<file path="src/rtl/uart_tx_buffer.sv">
// uart_tx_buffer: byte FIFO feeding a UART transmitter one frame at a time.
// A byte is popped in IDLE, announced with a one-cycle tx_start in LAUNCH,
// and held on tx_data through WAIT until tx_done (or the optional watchdog).
module uart_tx_buffer #(
  parameter int DEPTH        = 16,
  parameter int ADDR_W       = 4,
  parameter int DONE_TIMEOUT = 0,
  parameter int TMO_W        = 16
) (
  input  logic              clk,
  input  logic              rst,
  input  logic              wr_en,
  input  logic [7:0]        wr_data,
  input  logic              err_clr,
  input  logic              tx_done,
  output logic              tx_start,
  output logic [7:0]        tx_data,
  output logic              full,
  output logic              empty,
  output logic [ADDR_W:0]   count,
  output logic              busy,
  output logic              overflow,
  output logic              timeout_err
);

  localparam int CW = ADDR_W + 1;
  localparam bit WDT_EN = (DONE_TIMEOUT > 0);
  // Counter value seen during the last permitted WAIT cycle.
  localparam int TMO_LAST_I = WDT_EN ? DONE_TIMEOUT - 1 : 0;
  localparam logic [TMO_W-1:0] TMO_LAST = TMO_LAST_I[TMO_W-1:0];

  typedef enum logic [1:0] {
    S_IDLE   = 2'd0,
    S_LAUNCH = 2'd1,
    S_WAIT   = 2'd2
  } state_e;

  state_e            state_q, state_d;
  logic [7:0]        mem_q [DEPTH];
  logic [ADDR_W-1:0] wr_ptr_q, wr_ptr_d;
  logic [ADDR_W-1:0] rd_ptr_q, rd_ptr_d;
  logic [CW-1:0]     count_q, count_d;
  logic [7:0]        tx_data_q, tx_data_d;
  logic [TMO_W-1:0]  tmo_q, tmo_d;
  logic              ovf_q, ovf_d;
  logic              tmo_err_q, tmo_err_d;
  logic              push, drop, pop, abort;

  // Flags are decoded from the registered count only, so a same-cycle pop
  // never makes room for a write.
  assign full     = (count_q == CW'(DEPTH));
  assign empty    = (count_q == '0);
  assign count    = count_q;
  assign tx_start = (state_q == S_LAUNCH);
  assign busy     = (state_q != S_IDLE);
  assign tx_data  = tx_data_q;
  assign overflow    = ovf_q;
  assign timeout_err = tmo_err_q;

  assign push = wr_en && !full;
  assign drop = wr_en && full;

  // Launch FSM: next state, pop decision and watchdog count.
  always_comb begin
    state_d   = state_q;
    rd_ptr_d  = rd_ptr_q;
    tx_data_d = tx_data_q;
    tmo_d     = '0;
    pop       = 1'b0;
    abort     = 1'b0;
    case (state_q)
      S_IDLE: begin
        if (count_q != '0) begin
          pop       = 1'b1;
          tx_data_d = mem_q[rd_ptr_q];
          rd_ptr_d  = rd_ptr_q + ADDR_W'(1);
          state_d   = S_LAUNCH;
        end
      end
      S_LAUNCH: begin
        // tx_done here belongs to nothing we launched; ignore it.
        state_d = S_WAIT;
      end
      S_WAIT: begin
        if (tx_done) begin
          state_d = S_IDLE;
        end else if (WDT_EN && (tmo_q == TMO_LAST)) begin
          abort   = 1'b1;
          state_d = S_IDLE;
        end else if (WDT_EN) begin
          tmo_d = tmo_q + TMO_W'(1);
        end
      end
      default: state_d = S_IDLE;
    endcase
  end

  // FIFO bookkeeping and sticky error flags (set beats clear).
  always_comb begin
    wr_ptr_d = push ? wr_ptr_q + ADDR_W'(1) : wr_ptr_q;
    count_d  = count_q;
    case ({push, pop})
      2'b10:   count_d = count_q + CW'(1);
      2'b01:   count_d = count_q - CW'(1);
      default: count_d = count_q;
    endcase
    ovf_d = ovf_q;
    if (drop)         ovf_d = 1'b1;
    else if (err_clr) ovf_d = 1'b0;
    tmo_err_d = tmo_err_q;
    if (abort)        tmo_err_d = 1'b1;
    else if (err_clr) tmo_err_d = 1'b0;
  end

  // Control state; everything here is cleared asynchronously.
  always_ff @(posedge clk or negedge rst) begin
    if (!rst) begin
      state_q   <= S_IDLE;
      wr_ptr_q  <= '0;
      rd_ptr_q  <= '0;
      count_q   <= '0;
      tx_data_q <= '0;
      tmo_q     <= '0;
      ovf_q     <= 1'b0;
      tmo_err_q <= 1'b0;
    end else begin
      state_q   <= state_d;
      wr_ptr_q  <= wr_ptr_d;
      rd_ptr_q  <= rd_ptr_d;
      count_q   <= count_d;
      tx_data_q <= tx_data_d;
      tmo_q     <= tmo_d;
      ovf_q     <= ovf_d;
      tmo_err_q <= tmo_err_d;
    end
  end

  // Storage array; no reset, stale bytes are unreachable once count is 0.
  always_ff @(posedge clk) begin
    if (push) mem_q[wr_ptr_q] <= wr_data;
  end

endmodule
</file>
<file path="config.mk">
export PLATFORM = sky130hd
export DESIGN_NAME = uart_tx_buffer
export DESIGN_NICKNAME = d
export VERILOG_FILES = /design/src/rtl/uart_tx_buffer.sv
export SDC_FILE = /design/constraint.sdc
export NUM_CORES = 1
export LEC_CHECK = 0
export BUFFER_PORTS_ARGS = -buffer_cell sky130_fd_sc_hd__buf_2
export CAP_MARGIN = 20
export CELL_PAD_IN_SITES_DETAIL_PLACEMENT = 0
export CELL_PAD_IN_SITES_GLOBAL_PLACEMENT = 2
export CORE_ASPECT_RATIO = 2
export CORE_UTILIZATION = 41
export DETAILED_ROUTE_END_ITERATION = 8
export PLACE_DENSITY_LB_ADDON = 0.1
export RECOVER_POWER = 100
export SETUP_SLACK_MARGIN = 0.3
export SYNTH_ARGS = -nofsm -noshare
export SYNTH_HDL_FRONTEND = slang
export SYNTH_SLANG_ARGS = --single-unit
</file>
<file path="constraint.sdc">
create_clock -name clk -period 2.7 [get_ports clk]
set_input_delay 0.54 -clock clk [delete_from_list [all_inputs] [get_ports clk]]
set_output_delay 0.54 -clock clk [all_outputs]
set_load 0.01 [all_outputs]
</file>
## Word level (Yosys, flattened, before mapping)

Memories as Yosys holds them, arrays and structs flattened. A register that Yosys moved wholly into a read port is not among the register bits.
Index checks and enable logic that the tools add are counted.

| word-level totals | value |
|---|---|
| RAM bits | 128 |
| output and inout port bits | 19 |
| memories kept | 1 |
| register bits after elaboration | 16 |
| bits of input ports | 13 |

| operators by class | value |
|---|---|
| add/sub/neg operators | 4 |
| eq/ne operators | 7 |
| reduce and logical (&&, ||, !) cells | 12 |
| mux-type cells | 10 |

Memory list:

| name | depth | bits a word | rd ports | clocked after Yosys merged registers in | write ports | RTL line | text |
|---|---|---|---|---|---|---|---|
| mem_q | 16 | 8 | 1 | 1 | 1 | 39 | `logic [7:0] mem_q [DEPTH];` |

Operator list:

| cell | number |
|---|---|
| $pmux 5 s2 | 1 |
| $add 4x1->4 const B | 2 |
| $mux 1 | 6 |
| $pmux 2 s3 | 1 |
| $reduce_bool 2->1 | 3 |
| $add 5x1->5 const B | 1 |
| $eq 5x5->1 const B | 1 |
| $logic_not 5->1 | 1 |
| $reduce_bool 5->1 | 1 |
| $sub 5x1->5 const B | 1 |
| $eq 2x1->1 const B | 2 |
| $eq 2x2->1 const B | 2 |
| $mux 2 | 2 |
| $ne 2x2->1 const B | 2 |
| $reduce_and 2->1 | 2 |
| $logic_and 1x1->1 | 2 |
| $logic_not 1->1 | 2 |
| $logic_not 2->1 | 1 |

## Depth between registers and ports, before layout

Gate-level depths: netlist (run 1).

| logic depth | value |
|---|---|
| word-level depth | 5 |
| mapped depth | 13 |
| gate-level depth less buffers | 10 |

## Worst setup path after synthesis (run 1)

No wires, ideal clock.

| timing | value |
|---|---|
| kind | flip-flop to flip-flop |
| start | register count_q[1], in the netlist count[1] |
| end | register count_q[4], in the netlist count[4] |
| data required time | 2.577 ns |
| arrival | 2.589 ns |
| path buffers | 3 |
| stages on the path, launching flop included | 14 |
| slack | -0.012 ns |
| clock period less this slack | 2.712 ns |
| path through | dfrtp_1 buf_2 nor4_1 a21o_1 buf_2 inv_2 ha_1 clkbuf_1 xor2_1 ha_1 o211a_1 o31ai_1 a31oi_1 xnor2_1 |

| between the ends | value |
|---|---|
| word-level cells in the longest chain between the ends | 5 |
| elaborated cells between the ends (all ways) | 12 |
| those cells by class | add/sub (2); eq/ne (3); mux (3); reduce/logical (4) |

Ends and longest elaborated chain:

| element | RTL line | text |
|---|---|---|
| from (decl) | 42 | `logic [CW-1:0] count_q, count_d;` |
| from (signal assigned) | 130 | `count_q <= count_d;` |
| $reduce_bool 5->1 * | 73 | `if (count_q != '0) begin` |
| $mux 1 * | 73 |  |
| $mux 1 * | 71 | `case (state_q)` |
| named net pop | 47 | `logic push, drop, pop, abort;` |
| $eq 2x1->1 / $eq 2x2->1 (equally long branches) | 102 | `case ({push, pop})` |
| $pmux 5 s2 / $reduce_bool 2->1 (equally long branches) | -- |  |

The timed path passes the listed nets; every way through them passes the cells marked *.
A chain may end at the register's enable or synchronous reset.

## Worst setup path in the final report (run 1)

| timing | value |
|---|---|
| start | register count_q[2], in the netlist count[2] |
| end | output full |

| between the ends | value |
|---|---|
| word-level cells in the longest chain between the ends | 1 |

Ends and longest elaborated chain:

| element | RTL line | text |
|---|---|---|
| $eq 5x5->1 | 51 | `assign full = (count_q == CW'(DEPTH));` |
| to (decl) | 18 | `output logic full,` |

No other way between the ends.

==> PnR_summary.wiki, run 1 <==
{| class="wikitable"
! Metric !! Value
|-
| Max-slew violation total from the final report || 0
|-
| Total wire length after detailed routing || 12,700 um
|-
| Final Skew || 0.00743 ns
|-
| Post-route DRC || 0
|-
| Syn Area/Cell || 18.5 um2
|-
| Clock tree from TritonCTS || done
|-
| Setup ws final || 0.230 ns
|-
| Seq cells post-synth || 152
|-
| Number of global-route vias before repair || 3,207
|-
| Count of flip-flops with a built-in enable after synthesis || 128
|-
| Number of vias in the routed layout || 3,140
|-
| Detailed-placement wirelength estimate || 8770 um
|-
| Critical setup path kind || reg2out
|-
| Transition time at the pin with the least slew margin || 1.36 ns
|-
| Std-Cell Core Area || 14,800 um2
|-
| Compound-gate portion of the synthesized area || 4.62%
|-
| Clock network power share || 29.5%
|-
| Final critical path time including I/O delays and setup || 2.47 ns
|-
| CTS root buf || sky130_fd_sc_hd__clkbuf_16
|-
| Post-synth top flop || sky130_fd_sc_hd__edfxtp_1
|-
| Post-route antenna net violation count || 0
|-
| Min-Delay Path Class || in2reg
|-
| Synth Area in Adders || 1.81%
|-
| Series of cell instances along the critical path || clkbuf_1, or4_1, nor2_1, buf_2
|-
| Peak clock frequency supported by timing || 405 MHz
|-
| Share of the synthesized area in the top cell type || 61.9%
|-
| Cells taking the most area after synthesis || sky130_fd_sc_hd__edfxtp_1, sky130_fd_sc_hd__dfrtp_1, sky130_fd_sc_hd__mux4_2, sky130_fd_sc_hd__mux4_1, sky130_fd_sc_hd__ha_1
|-
| Maximum number of pins on one net before global-route repair || 25
|-
| Final count of negative-setup-slack endpoints || 0
|-
| Total gr overflow || 0
|-
| Number of detailed-routing iterations run before antenna repair || 4
|-
| Relative area change from synthesis to final layout || 18.1%
|-
| Fraction of layout instances using a drive strength above 1 || 23.4%
|-
| Relative contribution of sequential cells to total power || 41.1%
|-
| Launching element type of the critical path || flop
|-
| Post-synthesis share of cell area spent on xor and xnor gates || 1.55%
|-
| Number of distinct library cells after synthesis || 40
|-
| Final weighted congestion in routability-driven placement || 0.711
|-
| Register area share after synthesis || 71.6%
|-
| Io pins || 32
|-
| Port buffer count || 30
|-
| Initial DRC count || 206
|-
| Net switching component of the power || 2.50 mW
|-
| VDD IR-drop max || 0.530 mV
|-
| Biggest area consumer among synthesized cells || sky130_fd_sc_hd__edfxtp_1
|-
| Slack of the worst reg-to-reg path || 0.26 ns
|-
| Antenna violations before repair || 0
|-
| Cell count after synthesis || 336
|-
| ANT cells || 0
|-
| Maximum Capacitance Violations || 0
|-
| Clock latency on the worst-skew pair || 0.41 ns
|-
| Fraction of synthesized area in multiplexers || 13.6%
|-
| Combinational Power Share || 29.4%
|-
| Combinational family with the most area after synthesis || multiplexers
|-
| Global-route usage over all layers || 17.8%
|-
| Power density normalized to cell area || 1120 nW/um2
|-
| Clock H-tree levels || 4
|-
| Critical-path maximum fanout || 9
|-
| Element type at the critical path end || output port
|-
| Switching Fraction || 30.4%
|-
| Worst hold slack after final layout || 0.377 ns
|-
| Layout Nets || 420
|-
| Unrepaired setup endpoints after global routing || true
|-
| Worst path required time || 2.16 ns
|-
| Number of clock buffers inserted by TritonCTS || 17
|-
| Area share of and/or/nand/nor cells after synthesis || 4.11%
|-
| Worst-case headroom to the max-slew limit || 9.40%
|-
| Share of synthesized flip-flops with an asynchronous set or reset || 15.8%
|-
| Result of the run || completed
|-
| Post-Syn Nets || 358
|-
| Slowest stage delay, CP || 0.54 ns
|-
| Vias per cell || 5.19
|-
| Number of buffers on the longest clock path || 2
|-
| Die Height || 176 um
|-
| Core Rows || 63
|-
| DIE AREA || 15,700 um2
|-
| Cell Int Power || 5.71 mW
|-
| Total negative slack for setup checks || 0 ns
|-
| Crit-path slowest cell || sky130_fd_sc_hd__or4_1
|-
| Most instantiated library cell after synthesis || sky130_fd_sc_hd__edfxtp_1
|-
| Wire length of the first global-routing pass || 19,000 um
|-
| Leakage power of the design || 2.61 nW
|-
| Routed length per instance || 20.9 um
|-
| Cell family contributing the most delay on the critical path || simple AND/OR/NAND/NOR gates
|-
| Mapped cell area || 6210 um2
|-
| Yosys warning total || 0
|-
| Count of clock tree sinks || 152
|-
| Share of the clock period used by the worst path after layout || 91.5%
|-
| Starting utilization of the core area || 41.9%
|-
| Most common library cells after synthesis || sky130_fd_sc_hd__edfxtp_1, sky130_fd_sc_hd__dfrtp_1, sky130_fd_sc_hd__mux4_2
|-
| Number of buffers and inverters on the critical path || 2
|-
| Width of the chip || 89.0 um
|-
| Number of hold-slack violations in the final timing report || 0
|-
| Fillers || 1,318
|-
| Clock transition at the registers of the reported paths || 0.06 ns
|-
| Total power draw || 8.21 mW
|-
| Arrival @ worst endpoint || 1.93 ns
|-
| Post-Place Setup Slack || 0.261 ns
|}
through the flow:
| stage | utilization (%) | cell area [um2] | instances |
|---|---|---|---|
| 2_1_floorplan | - | 6270 | 336 |
| 3_3_place_gp | 45.6 | 6750 | 569 |
| 3_5_place_dp | 45.6 | 6750 | 569 |
| 4_1_cts | 49.7 | 7360 | 600 |
| 5_1_grt | 49.5 | 7330 | 605 |
| 6_report | 49.5 | 7330 | 605 |
power groups by stage:
stage / registers [mW] / logic [mW] / clock network (mW)
6_report: 3.38 / 2.42 / 2.42
2_1_floorplan: 3.15 / 1.96 / 0
4_1_cts: 3.38 / 2.49 / 2.47
5_1_grt: 3.43 / 2.64 / 2.57
3_3_place_gp: 3.41 / 2.47 / 0
3_5_place_dp: 3.43 / 2.47 / 0
worst register-to-register path: cells and delay by family (launching register included):
kind | cells | cell delay, ns
buffers and inverters | 3 | 0.85
AO/OA/AOI/OAI | 1 | 0.21
flip-flops | 1 | 0.55
AND/OR/NAND/NOR | 3 | 0.52
registers in the layout, indices dropped and copies added, names as in the netlist:
register	count
wr_ptr_q	4
mem_q	128
overflow	1
rd_ptr_q	4
state_q	2
tx_data	8
count	5
path summary, 6_finish.rpt:
path,startpoint,endpoint,depth (start not counted)
setup reg to reg,count[1],mem_q[0][6],7
setup / recovery,count[2],full,4
min in group asynchronous,rst,wr_ptr_q[0],1
hold / removal,wr_en,overflow,2
max in group asynchronous,rst,rd_ptr_q[0],1
hold reg to reg,state_q[1],state_q[1],1
placed cells by master, fill, tap and decap left out, types with 3 or more instances in the layout:
master	netlist	layout
sky130_fd_sc_hd__clkbuf_2	0	7
sky130_fd_sc_hd__bufinv_16	0	4
sky130_fd_sc_hd__clkbuf_16	0	17
sky130_fd_sc_hd__nor2b_1	10	10
sky130_fd_sc_hd__buf_4	3	21
sky130_fd_sc_hd__dfrtp_1	24	23
sky130_fd_sc_hd__nand2b_1	3	3
sky130_fd_sc_hd__mux4_1	8	8
sky130_fd_sc_hd__o21ai_0	4	4
sky130_fd_sc_hd__clkinvlp_4	0	3
sky130_fd_sc_hd__clkbuf_1	5	28
sky130_fd_sc_hd__a21oi_1	11	11
sky130_fd_sc_hd__clkinv_2	0	3
sky130_fd_sc_hd__a21o_1	3	3
sky130_fd_sc_hd__mux4_2	24	24
sky130_fd_sc_hd__ha_1	9	8
sky130_fd_sc_hd__a211o_1	8	8
sky130_fd_sc_hd__xnor2_1	8	8
sky130_fd_sc_hd__a22o_1	9	9
sky130_fd_sc_hd__nor3_1	4	4
sky130_fd_sc_hd__mux2i_1	8	8
sky130_fd_sc_hd__inv_1	7	7
sky130_fd_sc_hd__nand2_1	11	11
sky130_fd_sc_hd__edfxtp_1	128	128
sky130_fd_sc_hd__nor2_1	17	17
sky130_fd_sc_hd__xor2_1	3	3
sky130_fd_sc_hd__buf_2	7	7
repair_timing:
| item | 4_1_cts | 5_1_grt |
|---|---|---|
| pin swaps | 1 | 2 |
| setup buffers | 0 | 5 |
| resized for setup | 1 | 4 |
| hold buffers | 0 | 0 |
| setup endpoints to repair | 2 | 4 |
logic make-up after synthesis:
logic type / after synthesis
AO/OA/AOI/OAI: 40
XOR/XNOR: 11
adder cells (fa/ha/maj): 9
buffers and inverters: 30
flip-flops: 152
multiplexers: 41
other: 1
AND/OR/NAND/NOR: 52
routing by layer:
| metal | up-vias | wire [um] | track usage (%) | share of wire, % |
|---|---|---|---|---|
| li1 | 1442 | - | - | - |
| met1 | 1630 | 4700 | 18.6 | 37 |
| met2 | 52 | 7440 | 33.8 | 59 |
| met3 | 16 | 286 | 3.83 | 2.3 |
| met4 | 0 | 230 | 6.42 | 1.8 |
| met5 | - | 0 | 0 | 0 |
area by class of cell:
class                      instances  area [um2]  share of cell area, %
tap                              195         244                   3.33
sequential                       152        4450                   60.6
clock inverter                    14         183                   2.49
timing repair buffer              65         373                   5.08
clock buffer                      17         425                   5.80
inverter                           8        32.5                  0.444
multi-input combinational        154        1630                   22.2
Power figures use the tool's default switching activity.
==> run 2, diff against run 1 <==
clock period = 2.9 ns   (was 2.7 ns; I/O delays follow)
==> run 2 against run 1 <==
Compared with the run above:
- worst hold slack better by 0.033 ns
- sequential cell count did not move
- first-iteration DRC count is 18% lower
- combinational power is 11% lower
- die area is the same
- register-to-register slack improved by 0.08 ns
- final area shrank 2.9%
- critical path type unchanged
- highest routed layer unchanged
==> PnR_summary.wiki, run 2 (synthesis results as in run 1) <==
{| class="wikitable"
! Metric !! Value
|-
| Total wire length after detailed routing || 12,600 um (-0.55%)
|-
| Slowest stage delay, CP || 0.61 ns (+0.07 ns)
|-
| Share of the clock period used by the worst path after layout || 90.3%
|-
| Clock transition at the registers of the reported paths || 0.07 ns (about the same)
|-
| Leakage power of the design || 2.47 nW (-5.4%)
|-
| DIE AREA || 15,700 um2 (unchanged)
|-
| Fraction of layout instances using a drive strength above 1 || 17.5% (-6.0 points)
|-
| Port buffer count || 30 (unchanged)
|-
| Width of the chip || 89.0 um (unchanged)
|-
| Routed length per instance || 21.1 um (+0.96%)
|-
| Clock H-tree levels || 4 (unchanged)
|-
| Crit-path slowest cell || sky130_fd_sc_hd__or4_1
|-
| Layout Nets || 410 (-2.4%)
|-
| Io pins || 32 (unchanged)
|-
| Number of buffers on the longest clock path || 2 (unchanged)
|-
| Critical setup path kind || reg2out
|-
| Largest Register || mem_q
|-
| Die Height || 176 um (unchanged)
|-
| Clock tree from TritonCTS || done
|-
| Std-Cell Core Area || 14,800 um2 (unchanged)
|-
| Total gr overflow || 0 (unchanged)
|-
| Post-route DRC || 0 (unchanged)
|-
| Most frequent standard cell in the layout excluding fill and tap cells || sky130_fd_sc_hd__edfxtp_1
|-
| Hold Path Sink || overflow
|-
| Post-route antenna net violation count || 0 (unchanged)
|-
| Min-Delay Path Class || in2reg
|-
| Cts hold-fix bufs || 0 (unchanged)
|-
| Maximum Capacitance Violations || 0 (unchanged)
|-
| Global-route usage over all layers || 17.9% (+0.078 points)
|-
| Unrepaired setup endpoints after global routing || true
|-
| Wire length of the first global-routing pass || 19,400 um (+2.0%)
|-
| Max-slew violation total from the final report || 0 (unchanged)
|-
| CTS root buf || sky130_fd_sc_hd__clkbuf_16
|-
| Clock latency on the worst-skew pair || 0.42 ns (about the same)
|-
| Worst reg2reg endpoint || count[4]
|-
| Detailed-placement wirelength estimate || 8640 um (-1.4%)
|-
| Number of vias in the routed layout || 3,094 (-1.5%)
|-
| Hold Path Cell Cnt || 2 (unchanged)
|-
| ANT cells || 0 (unchanged)
|-
| Peak clock frequency supported by timing || 382 MHz
|-
| Worst path required time || 2.32 ns (+0.16 ns)
|-
| Series of cell instances along the critical path || clkbuf_1, or4_1, nor2_1, clkbuf_1
|-
| Element type at the critical path end || output port
|-
| Final count of negative-setup-slack endpoints || 0 (unchanged)
|-
| Worst-case headroom to the max-slew limit || 5.66% (-3.7 points)
|-
| Launching element type of the critical path || flop
|-
| Relative area change from synthesis to final layout || 14.7%
|-
| Core Rows || 63 (unchanged)
|-
| Transition time at the pin with the least slew margin || 1.42 ns (+0.0561 ns)
|-
| Number of flip-flops in the largest register || 128 (unchanged)
|-
| Final Instance Area || 7120 um2 (-2.9%)
|-
| Total negative slack for setup checks || 0 ns (unchanged)
|-
| Number of clock buffers inserted by TritonCTS || 17 (unchanged)
|-
| VDD IR-drop max || 0.458 mV (-14%)
|-
| Setup ws final || 0.283 ns (+0.0529 ns)
|-
| Reg2Reg Launch Point || count[3]
|-
| Commonest cells after routing, fill and taps aside || sky130_fd_sc_hd__edfxtp_1, sky130_fd_sc_hd__clkbuf_1, sky130_fd_sc_hd__mux4_2, sky130_fd_sc_hd__dfrtp_1
|-
| Arrival @ worst endpoint || 2.04 ns (+0.11 ns)
|-
| FF-to-FF path depth || 10 (+3)
|-
| Initial DRC count || 169 (-18%)
|-
| Vias per cell || 5.19 (about the same)
|-
| Post-Place Setup Slack || 0.185 ns (-0.0753 ns)
|-
| Power density normalized to cell area || 1020 nW/um2 (-9.0%)
|-
| Maximum number of pins on one net before global-route repair || 36 (+44%)
|-
| Number of detailed-routing iterations run before antenna repair || 4 (unchanged)
|-
| Final weighted congestion in routability-driven placement || 0.698 (-1.9%)
|-
| Number of global-route vias before repair || 3,374 (+5.2%)
|-
| Slack of the worst reg-to-reg path || 0.34 ns (+0.08 ns)
|-
| Placed Area || 6670 um2 (-1.2%)
|-
| Final standard cell count with taps included and fillers excluded || 596 (-1.5%)
|-
| Final Skew || 0.00955 ns (+0.00212 ns)
|-
| Starting utilization of the core area || 41.9% (unchanged)
|-
| Critical-path maximum fanout || 9 (unchanged)
|-
| Result of the run || completed
|-
| Hold Startpoint || wr_en
|-
| Antenna violations before repair || 0 (unchanged)
|-
| Count of clock tree sinks || 152 (unchanged)
|-
| Cell count after placement || 564 (-0.88%)
|-
| Most frequent cell on the critical path || sky130_fd_sc_hd__clkbuf_1
|-
| Final critical path time including I/O delays and setup || 2.62 ns
|-
| Number of hold-slack violations in the final timing report || 0 (unchanged)
|}
## run 2: cell types whose count changed in the layout (fill, tap and decap cells not counted), moves of 2 or more
cell                        delta
sky130_fd_sc_hd__buf_4        -17
sky130_fd_sc_hd__clkbuf_1     +17
sky130_fd_sc_hd__clkbuf_2      -7
sky130_fd_sc_hd__inv_6         +5
sky130_fd_sc_hd__bufinv_16     -4
sky130_fd_sc_hd__clkinv_1      -2
sky130_fd_sc_hd__inv_8         +2
## run 2: stage by stage
step / util, % / hold slack [ns] / total power, mW
6_report: 48.1 / 0.410 / 7.26
5_1_grt: 48.1 / 0.415 / 7.68
3_5_place_dp: 45.0 / 0.490 / 5.38
2_1_floorplan: - / 0.284 / 4.70
3_3_place_gp: 45.0 / 0.478 / 5.35
4_1_cts: 48.8 / 0.176 / 7.45
## run 2: worst max-delay path, delay by kind of cell, from the launching register on
kind	cells	cell delay (ns)
buf+inv	2	0.39
flops	1	0.41
simple gates	2	0.81
## run 2: cell type report
cell class / instances / area [um2]
timing repair buffer: 55 / 245
tap: 195 / 244
inverter: 8 / 30.0
sequential: 152 / 4450
multi-input combinational: 154 / 1610
clock buffer: 18 / 429
fill: 1336 / 7700
clock inverter: 14 / 114
## run 2: how the worst max path moves through the flow
| stage | slack (ns) | endpoint | depth (start not counted) | start |
|---|---|---|---|---|
| final | 0.28 | full | 4 | count[1] |
| after global routing | 0.15 | full | 4 | count[1] |
| after CTS | 0.31 | count[4] | 10 | count[3] |
| after detailed placement | 0.19 | count[4] | 10 | count[0] |
| after global placement | 0.21 | count[4] | 10 | count[0] |
| after floorplan | 0.31 | count[4] | 12 | count[1] |
## run 2: report_power, final
group | total (mW) | internal [mW] | switching [mW]
logic | 2.15 | 1.04 | 1.11
clock network | 2.04 | 1.12 | 0.921
registers | 3.07 | 2.73 | 0.341
## run 2: layer usage
| layer | vias up | global-route usage (%) | wire length [um] |
|---|---|---|---|
| met5 | - | 0 | 0 |
| met4 | 0 | 5.56 | 175 |
| met1 | 1606 | 19.1 | 4600 |
| li1 | 1422 | - | - |
| met3 | 13 | 4.11 | 340 |
| met2 | 53 | 33.8 | 7470 |
## run 2: timing repair
action / CTS / global route
setup endpoints to repair: 2 / 3
setup buffers: 0 / 0
pin swaps: 1 / 2
resized for setup: 1 / 3
==> run 3, diff against run 2 <==
CTS_BUF_LIST = sky130_fd_sc_hd__clkbuf_8   (was not set)
SLEW_MARGIN = 0   (was not set)
==> run 3 against run 2 <==
Compared with the run above:
- power is 8.0% lower
- count of clock-buffer cells in the layout is 1 lower
- register-to-register slack better by 0.03 ns
- cell count grew 0.17%
- final area fell by 2.5%
- sequential share of layout area increased by 1.6 points
- wire length fell by 0.91%
- first-iteration DRC count increased by 0.59%
- global-route usage decreased by 0.24 points
- critical endpoint unchanged
==> PnR_summary.wiki, run 3 (synthesis results as in run 1) <==
{| class="wikitable"
! Metric !! Value
|-
| Total wire length after detailed routing || 12,500 um (-0.91%)
|-
| Number of vias in the routed layout || 3,104 (+0.32%)
|-
| Cell count after placement || 564 (unchanged)
|-
| Slowest stage delay, CP || 0.58 ns (-0.03 ns)
|-
| Leakage power of the design || 2.39 nW (-3.0%)
|-
| Arrival @ worst endpoint || 2.02 ns (-0.02 ns)
|-
| Most frequent standard cell in the layout excluding fill and tap cells || sky130_fd_sc_hd__edfxtp_1
|-
| Final critical path time including I/O delays and setup || 2.60 ns (-0.0209 ns)
|-
| Commonest cells after routing, fill and taps aside || sky130_fd_sc_hd__edfxtp_1, sky130_fd_sc_hd__clkbuf_1, sky130_fd_sc_hd__mux4_2, sky130_fd_sc_hd__dfrtp_1
|-
| Final standard cell utilization of the core || 46.8% (-1.2 points)
|-
| Reg2Reg Launch Point || count[3]
|-
| Clock latency on the worst-skew pair || 0.44 ns (+0.02 ns)
|-
| ANT cells || 0 (unchanged)
|-
| Cts hold-fix bufs || 0 (unchanged)
|-
| VDD IR-drop max || 0.428 mV (-6.4%)
|-
| Routed length per instance || 20.9 um (-1.1%)
|-
| Number of hold-slack violations in the final timing report || 0 (unchanged)
|-
| Core Rows || 63 (unchanged)
|-
| Number of detailed-routing iterations run before antenna repair || 4 (unchanged)
|-
| Starting utilization of the core area || 41.9% (unchanged)
|-
| Post-route DRC || 0 (unchanged)
|-
| Unrepaired setup endpoints after global routing || true
|-
| Share of the clock period used by the worst path after layout || 89.5% (-0.72 points)
|-
| Antenna violations before repair || 0 (unchanged)
|-
| Fillers || 1,364 (+2.1%)
|-
| Transition time at the pin with the least slew margin || 1.41 ns (-0.000523 ns)
|-
| Worst-case headroom to the max-slew limit || 5.70% (+0.035 points)
|-
| Worst path required time || 2.32 ns (about the same)
|-
| Number of clock buffers inserted by TritonCTS || 17 (unchanged)
|-
| Max-slew violation total from the final report || 0 (unchanged)
|-
| Clock tree from TritonCTS || done
|-
| Launching element type of the critical path || flop
|-
| Critical setup path kind || reg2out
|-
| Element type at the critical path end || output port
|-
| Hold Path Cell Cnt || 2 (unchanged)
|-
| Largest Register || mem_q
|-
| Worst reg2reg endpoint || count[4]
|-
| Final Skew || 0.0166 ns (+0.00707 ns)
|-
| Std-Cell Core Area || 14,800 um2 (unchanged)
|-
| Count of clock tree sinks || 152 (unchanged)
|-
| Total negative slack for setup checks || 0 ns (unchanged)
|-
| Critical-path maximum fanout || 9 (unchanged)
|-
| Crit-path slowest cell || sky130_fd_sc_hd__or4_4
|-
| Total gr overflow || 0 (unchanged)
|-
| Peak clock frequency supported by timing || 385 MHz (+0.81%)
|-
| Number of global-route vias before repair || 3,370 (-0.12%)
|-
| Number of flip-flops in the largest register || 128 (unchanged)
|-
| Final weighted congestion in routability-driven placement || 0.698 (unchanged)
|-
| Io pins || 32 (unchanged)
|-
| Detailed-placement wirelength estimate || 8640 um (unchanged)
|-
| Min-Delay Path Class || in2reg
|-
| Initial DRC count || 170 (+0.59%)
|-
| Layout Nets || 411 (+0.24%)
|-
| Series of cell instances along the critical path || clkbuf_1, or4_4, nor2_1, clkbuf_1
|-
| Final count of negative-setup-slack endpoints || 0 (unchanged)
|-
| FF-to-FF path depth || 10 (unchanged)
|-
| Final standard cell count with taps included and fillers excluded || 597 (+0.17%)
|-
| Maximum Capacitance Violations || 0 (unchanged)
|-
| Post-route antenna net violation count || 0 (unchanged)
|-
| Hold Path Sink || overflow
|-
| DIE AREA || 15,700 um2 (unchanged)
|-
| Relative area change from synthesis to final layout || 11.8%
|-
| Maximum number of pins on one net before global-route repair || 36 (unchanged)
|-
| CTS root buf || sky130_fd_sc_hd__clkbuf_8
|-
| Die Height || 176 um (unchanged)
|-
| Clock H-tree levels || 4 (unchanged)
|-
| Fraction of layout instances using a drive strength above 1 || 18.2% (+0.70 points)
|-
| Most frequent cell on the critical path || sky130_fd_sc_hd__clkbuf_1
|-
| Clock transition at the registers of the reported paths || 0.09 ns (+0.02 ns)
|-
| Power density normalized to cell area || 962 nW/um2 (-5.6%)
|-
| Global-route usage over all layers || 17.7% (-0.24 points)
|-
| Hold Startpoint || wr_en
|-
| Slack of the worst reg-to-reg path || 0.37 ns (+0.03 ns)
|-
| Wire length of the first global-routing pass || 19,200 um (-1.1%)
|-
| Port buffer count || 30 (unchanged)
|-
| Number of buffers on the longest clock path || 2 (unchanged)
|-
| Vias per cell || 5.20 (+0.16%)
|-
| Width of the chip || 89.0 um (unchanged)
|-
| Result of the run || completed
|}
[run 3: through the flow]
step | hold slack [ns] | setup WS [ns] | cell area [um2] | power, mW
4_1_cts | 0.133 | 0.294 | 7030 | 6.85
5_1_grt | 0.377 | 0.154 | 6940 | 7.10
2_1_floorplan | 0.284 | 0.310 | 6220 | 4.70
6_report | 0.383 | 0.304 | 6940 | 6.68
3_3_place_gp | 0.478 | 0.210 | 6670 | 5.35
3_5_place_dp | 0.490 | 0.185 | 6670 | 5.38
[run 3: timing repair]
| item | 4_1_cts | 5_1_grt |
|---|---|---|
| endpoints found under the hold margin | 0 | 0 |
| gates resized for setup | 1 | 4 |
| pin swaps | 1 | 2 |
| setup endpoints to repair | 2 | 3 |
| setup buffers | 0 | 1 |
[run 3: routing by layer]
| metal | GRT usage [%] | share of wire, % | vias up |
|---|---|---|---|
| met4 | 5.56 | 1.4 | 0 |
| met2 | 33.8 | 60 | 48 |
| met3 | 3.69 | 2.3 | 14 |
| met5 | 0 | 0 | - |
| met1 | 18.7 | 37 | 1613 |
| li1 | - | - | 1429 |
[run 3: critical path, delay by kind of cell (launching register included)]
family / cells / cell delay [ns]
flip-flops: 1 / 0.42
AND/OR/NAND/NOR: 2 / 0.75
buffers and inverters: 2 / 0.39
[run 3: layout make-up]
class	count	area, um2	area share, %
inverters	8	30.0	0.433
well taps	195	244	3.52
clock buffers	17	234	3.37
repair buffers	56	251	3.62
multi-input cells	154	1620	23.3
flip-flops and latches	152	4450	64.1
clock inverters	15	118	1.69
[run 3: worst max path at each step]
stage               cells past startpoint      from          end
finish                                  4  count[1]         full
global route                            6  count[0]  mem_q[5][5]
CTS                                     4  count[1]         full
detailed placement                     10  count[0]     count[4]
global placement                       10  count[0]     count[4]
floorplan                              12  count[1]     count[4]
[run 3: power by group]
part	switching (mW)	total [mW]	internal, mW	leakage (nW)
clock network	0.840	1.45	0.610	0.183
registers	0.337	3.06	2.73	1.44
logic	1.11	2.16	1.05	0.767
